===== config.mk =====
export PLATFORM = sky130hd
export DESIGN_NAME = patch_eq_sweeper
export DESIGN_NICKNAME = d
export VERILOG_FILES = /design/src/rtl/patch_eq_sweeper.sv
export SDC_FILE = /design/constraint.sdc
export NUM_CORES = 1
export LEC_CHECK = 0
export BUFFER_PORTS_ARGS = -buffer_cell sky130_fd_sc_hd__buf_2
export CAP_MARGIN = 20
export CORE_ASPECT_RATIO = 1.5
export CORE_MARGIN = 2
export CORE_UTILIZATION = 60
export DETAILED_ROUTE_END_ITERATION = 10
export PLACE_DENSITY_LB_ADDON = 0.08
export REMOVE_ABC_BUFFERS = 1
export SLEW_MARGIN = 20
export SYNTH_ARGS = -nofsm -noshare
export SYNTH_HDL_FRONTEND = slang
export SYNTH_SLANG_ARGS = --single-unit
export TNS_END_PERCENT = 1

===== constraint.sdc =====
create_clock -name clk -period 4.4 [get_ports clk]
set_clock_uncertainty 0.1 [all_clocks]
set_input_delay 0.88 -clock clk [delete_from_list [all_inputs] [get_ports clk]]
set_output_delay 0.88 -clock clk [all_outputs]
set_load 0.1 [all_outputs]

===== src/rtl/patch_eq_sweeper.sv =====
// Exhaustive stimulus/response sweeper: drives every NUM_IN-bit vector into a patch and a golden cone
// and compares their outputs. Define PATCH_STOP_ON_FAIL_EN to end the sweep at the first mismatch.
module patch_eq_sweeper #(
   parameter int NUM_IN = 4,
   parameter int LAT    = 0,
   parameter int CNT_W  = 17
) (
   input  logic              clk,
   input  logic              rst,
   input  logic              start,
   output logic [NUM_IN-1:0] vec_out,
   output logic              vec_valid,
   input  logic              dut_out,
   input  logic              gold_out,
   output logic              busy,
   output logic              done,
   output logic              pass,
   output logic [NUM_IN-1:0] fail_vec,
   output logic [CNT_W-1:0]  mismatch_cnt
);

   typedef enum logic [1:0] {S_IDLE, S_RUN, S_DRAIN, S_DONE} state_t;

   state_t              state_q, state_d;
   logic [NUM_IN-1:0]   vec_q, vec_d;
   logic                vld_q, vld_d;
   logic [2:0]          drain_q, drain_d;
   logic                pass_q, pass_d;
   logic [NUM_IN-1:0]   fail_vec_q, fail_vec_d;
   logic [CNT_W-1:0]    cnt_q, cnt_d;

   logic [NUM_IN-1:0]   cmp_vec;
   logic                cmp_vld;
   logic                mismatch;
   logic                count_en;
   logic                stop_hit;

   localparam logic [NUM_IN-1:0] LAST_VEC = {NUM_IN{1'b1}};
   localparam logic [2:0]        DRAIN_END = 3'(LAT);

   function automatic logic [CNT_W-1:0] sat_inc(input logic [CNT_W-1:0] c);
      if (&c) return c;
      return c + CNT_W'(1);
   endfunction

   // Align the issued vector with the patch/golden response arriving LAT cycles later.
   generate
      if (LAT == 0) begin : g_no_delay
         assign cmp_vec = vec_q;
         assign cmp_vld = vld_q;
      end else begin : g_delay
         logic              vld_pipe_q [LAT];
         logic [NUM_IN-1:0] vec_pipe_q [LAT];

         always_ff @(posedge clk or posedge rst) begin
            if (rst) begin
               for (int i = 0; i < LAT; i++) vld_pipe_q[i] <= 1'b0;
            end else begin
               vld_pipe_q[0] <= vld_q;
               for (int i = 1; i < LAT; i++) vld_pipe_q[i] <= vld_pipe_q[i-1];
            end
         end

         always_ff @(posedge clk) begin
            vec_pipe_q[0] <= vec_q;
            for (int i = 1; i < LAT; i++) vec_pipe_q[i] <= vec_pipe_q[i-1];
         end

         assign cmp_vec = vec_pipe_q[LAT-1];
         assign cmp_vld = vld_pipe_q[LAT-1];
      end
   endgenerate

   // Gating on cmp_vld keeps X on the response pins out of the result.
   assign mismatch = cmp_vld ? (dut_out ^ gold_out) : 1'b0;

`ifdef PATCH_STOP_ON_FAIL_EN
   logic stop_q, stop_d;

   assign count_en = mismatch & ~stop_q;
   assign stop_hit = count_en;

   always_ff @(posedge clk or posedge rst) begin
      if (rst) stop_q <= 1'b0;
      else     stop_q <= stop_d;
   end
`else
   assign count_en = mismatch;
   assign stop_hit = 1'b0;
`endif

   always_comb begin
      state_d    = state_q;
      vec_d      = vec_q;
      vld_d      = vld_q;
      drain_d    = drain_q;
      pass_d     = pass_q;
      fail_vec_d = fail_vec_q;
      cnt_d      = cnt_q;
`ifdef PATCH_STOP_ON_FAIL_EN
      stop_d     = stop_q;
`endif

      if (count_en) begin
         if (cnt_q == '0) fail_vec_d = cmp_vec;
         cnt_d = sat_inc(cnt_q);
`ifdef PATCH_STOP_ON_FAIL_EN
         stop_d = 1'b1;
`endif
      end

      case (state_q)
         S_IDLE: begin
            if (start) begin
               state_d    = S_RUN;
               vec_d      = '0;
               vld_d      = 1'b1;
               cnt_d      = '0;
               fail_vec_d = '0;
               pass_d     = 1'b0;
`ifdef PATCH_STOP_ON_FAIL_EN
               stop_d     = 1'b0;
`endif
            end
         end
         S_RUN: begin
            if (vec_q == LAST_VEC || stop_hit) begin
               state_d = S_DRAIN;
               vld_d   = 1'b0;
               drain_d = '0;
            end else begin
               vec_d = vec_q + NUM_IN'(1);
            end
         end
         S_DRAIN: begin
            if (drain_q == DRAIN_END) begin
               state_d = S_DONE;
               pass_d  = (cnt_d == '0);
            end else begin
               drain_d = drain_q + 3'd1;
            end
         end
         S_DONE: state_d = S_IDLE;
         default: state_d = S_IDLE;
      endcase
   end

   always_ff @(posedge clk or posedge rst) begin
      if (rst) begin
         state_q    <= S_IDLE;
         vec_q      <= '0;
         vld_q      <= 1'b0;
         drain_q    <= '0;
         pass_q     <= 1'b0;
         fail_vec_q <= '0;
         cnt_q      <= '0;
      end else begin
         state_q    <= state_d;
         vec_q      <= vec_d;
         vld_q      <= vld_d;
         drain_q    <= drain_d;
         pass_q     <= pass_d;
         fail_vec_q <= fail_vec_d;
         cnt_q      <= cnt_d;
      end
   end

   assign vec_out      = vec_q;
   assign vec_valid    = vld_q;
   assign busy         = (state_q == S_RUN) || (state_q == S_DRAIN);
   assign done         = (state_q == S_DONE);
   assign pass         = pass_q;
   assign fail_vec     = fail_vec_q;
   assign mismatch_cnt = cnt_q;

endmodule

==> impl_metrics.py <==
metrics = {
    "status": {
        "status": "completed",
    },
    "detailed_routing": {
        "first_pass_iters": 8,
        "ant_nets": 0,
        "avgViaCountPerCell": 6.065,
        "via_count": 1862,
        "wirelength_um": 4864,
        "wl_per_cell_um": 15.84,
        "first_iter_violations": 30,
        "drc": 0,
    },
    "die": {
        "io_pins": 34,
        "dieArea_um2": 4012,
        "dieHeight_um": 76.58,
        "initial_core_util_pct": 62.28,
        "die_x_um": 52.39,
        "rows": 26,
        "core_area_um2": 3383,
    },
    "setup_path": {
        "worstSetupEndpointType": "register",
        "worst_ep_arrival_time_ns": 2.67,
        "slowest_delay_ns": 0.53,
        "cp_cell_sequence": "ha_1 > and4_1 > nand2_4 > o31a_1 > mux2i_1 > o2111ai_1 > o31ai_2",
        "cp_slowest_cell": "and4_1",
        "start_kind": "register",
        "crit_buf_inv": 0,
        "path_delay_family": "compound AO/OA/AOI/OAI gates",
        "critical_path_class": "reg -> reg",
        "crit_fanout": 9,
        "required_ns": 4.50,
    },
    "clocking": {
        "h-tree-depth": 2,
        "cts_buffer_depth": 2,
        "path_clk_slew_ns": 0.07,
        "ctsResizeCount": 0,
        "insertion_delay_ns": 0.28,
        "clock-sinks": 32,
        "cts_buffers": 5,
        "holdBufCountCts": 0,
        "cts-root-buf": "clkbuf_8",
        "cts_tree": "done",
        "post_cts_buffers": 0,
    },
    "synthesis": {
        "synth-simple-area-share_pct": 25.18,
        "avgSynthCellArea_um2": 9.004,
        "synth_seq_cells": 32,
        "syn_inst": 234,
        "synth_adder_area_share_pct": 5.938,
        "synth_edf_count": 0,
        "ys_seq_area_share_pct": 38.00,
        "synth_area_um2": 2107,
        "ys_warn_count": 0,
        "synth_top_family_by_area": "simple AND/OR/NAND/NOR gates",
        "yosysUniqueCellTypes": 45,
        "synth_xor_area_share_pct": 7.067,
        "muxShareOfSynthArea_pct": 4.869,
        "synthArstFlopShare_pct": 100.0,
        "synth_compound_area_share_pct": 14.01,
        "ys.flop_type": "dfrtp_1",
    },
    "grt": {
        "grt_start_max_net_pins": 23,
        "grt_overflow": 0,
        "grt_pass1_wl_um": 8362,
        "grt.met2_usage_pct": 46.38,
        "antenna_found_initial": 0,
        "met1_usage_pct": 33.04,
        "track_usage_pct": 26.78,
        "met3_usage_pct": 3.725,
        "grt_pass1_vias": 1822,
        "grt_busiest_layer": "met2",
    },
    "pwr": {
        "p_sw_uw": 862.3,
        "power_leakage_uw": 0.001151,
        "power_density_nw_per_um2": 645.5,
        "p_total_uw": 1530,
        "ir_drop_v": 0.0005866,
        "clkPwrFrac_pct": 15.4,
        "combPwrFrac_pct": 56.8,
        "switching_share_pct": 56.37,
        "p_int_uw": 667.5,
        "pwr-share-seq_pct": 27.8,
    },
    "sta": {
        "grt_setup_unrepaired": "false",
        "relSlewSlack_pct": 47.45,
        "period_share_pct": 58.37,
        "finalSetupTns_ns": 0,
        "whs_ns": 0.4212,
        "max_freq_mhz": 389.4,
        "setup_viol": 0,
        "hold_viol": 0,
        "period_needed_ns": 2.568,
        "finalMaxSlewViolations": 0,
        "worstMarginPinSlew_ns": 0.7874,
    },
    "placement": {
        "dp_cells": 299,
        "port_buffers": 33,
        "dpl.hpwl_um": 3587,
        "place_congestion": 0.8689,
    },
    "layout": {
        "antenna_cells": 0,
        "layout_commonest_cell": "buf_2",
        "syn_to_final_growth_pct": 12.47,
        "nets": 279,
        "drive_above_1_share_pct": 18.87,
        "mostFrequentLayoutCells": "buf_2 (33), dfrtp_1 (32), nor2_1 (28)",
        "final_cells": 307,
    },
    "run": {
        "maxCapViolCount": 0,
    },
    "hold_path": {
        "hp-class": "reg -> reg",
    },
}
==> logic make-up (layout without fill, tap and decap cells) <==
| family | count (synthesis) | in the layout |
|---|---|---|
| simple gates | 101 | 101 |
| compound gates | 41 | 41 |
| flops | 32 | 32 |
| buf+inv | 23 | 54 |
| xor+xnor | 17 | 17 |
| fa+ha+maj | 10 | 10 |
| mux | 10 | 10 |
==> synthesized netlist by cell type, types with 2 or more instances <==
library cell   n  area [µm²]
nand4_1       10       62.56
nor2_1        28       105.1
dfrtp_1       32       800.8
and2_1         2       12.51
buf_2          4       20.02
nor4_1         4       25.02
nor2b_1        2       12.51
ha_1          10       125.1
a21oi_1        4       20.02
a41oi_1        2       17.52
or3_1          2       12.51
inv_1         11       41.29
xnor2_1        9       78.83
nor4b_1        2       17.52
nor3_1         4       20.02
and3_1         7       43.79
mux2_2         2       22.52
a22o_1         6       52.55
a31oi_1        2       12.51
o21ai_0       17       85.08
nand2_1       17       63.81
nand3_1       12       60.06
mux2i_1        8       80.08
o31a_1         2       17.52
xor2_1         8       70.07
clkbuf_1       5       18.77
and4_1         4       35.03
==> layout make-up <==
cell class / instances / area (µm²)
multi-input combinational: 179 / 1202
fill: 305 / 1013
sequential: 32 / 800.8
timing repair buffer: 35 / 180.2
clock buffer: 6 / 82.58
tap: 42 / 52.55
inverter: 11 / 41.29
clock inverter: 2 / 10.01
==> state kept, by name (all words and copies together), names as in the netlist <==
signal	cells
state_q	2
drain_q	3
pass	1
mismatch_cnt	17
vec_valid	1
fail_vec	4
vec_out	4
==> worst register-to-register path, stage by stage, from the launching register on <==
cell	delay, ns
dfrtp_1	0.44
ha_1	0.27
and4_1	0.53
nand2_4	0.10
o31a_1	0.37
mux2i_1	0.25
o2111ai_1	0.19
o31ai_2	0.23
==> metal layers <==
layer | vias to the layer above | wire, µm
met3 | 16 | 176
met1 | 880 | 1994
li1 | 903 | -
met2 | 63 | 2586
met5 | - | 0
met4 | 0 | 106
==> through the flow <==
stage          setup slack (ns)  utilization [%]  cell area (µm²)
2_1_floorplan             1.465                -             2044
3_3_place_gp              1.692            67.31             2277
3_5_place_dp              1.588            67.31             2277
4_1_cts                   1.868            70.04             2370
5_1_grt                   1.727            70.04             2370
6_report                  1.832            70.04             2370
==> final timing paths <==
check	from	endpoint	slack, ns	depth (start not counted)
min in group asynchronous	rst	drain_q[2]	0.63	2
worst min-delay path	fail_vec[3]	fail_vec[3]	0.42	2
worst min register to register	fail_vec[3]	fail_vec[3]	0.42	2
max in group asynchronous	rst	mismatch_cnt[15]	2.89	3
worst max-delay path	mismatch_cnt[0]	pass	1.83	7
worst max register to register	mismatch_cnt[0]	pass	1.83	7
==> power groups by stage <==
stage / clock network, µW / logic [µW] / registers (µW)
floorplan: 0 / 397 / 756
global placement: 0 / 863 / 429
detailed placement: 0 / 871 / 429
CTS: 241 / 873 / 424
global route: 251 / 923 / 437
finish: 236 / 868 / 425
No activity file was read; power rests on OpenSTA's default activity.
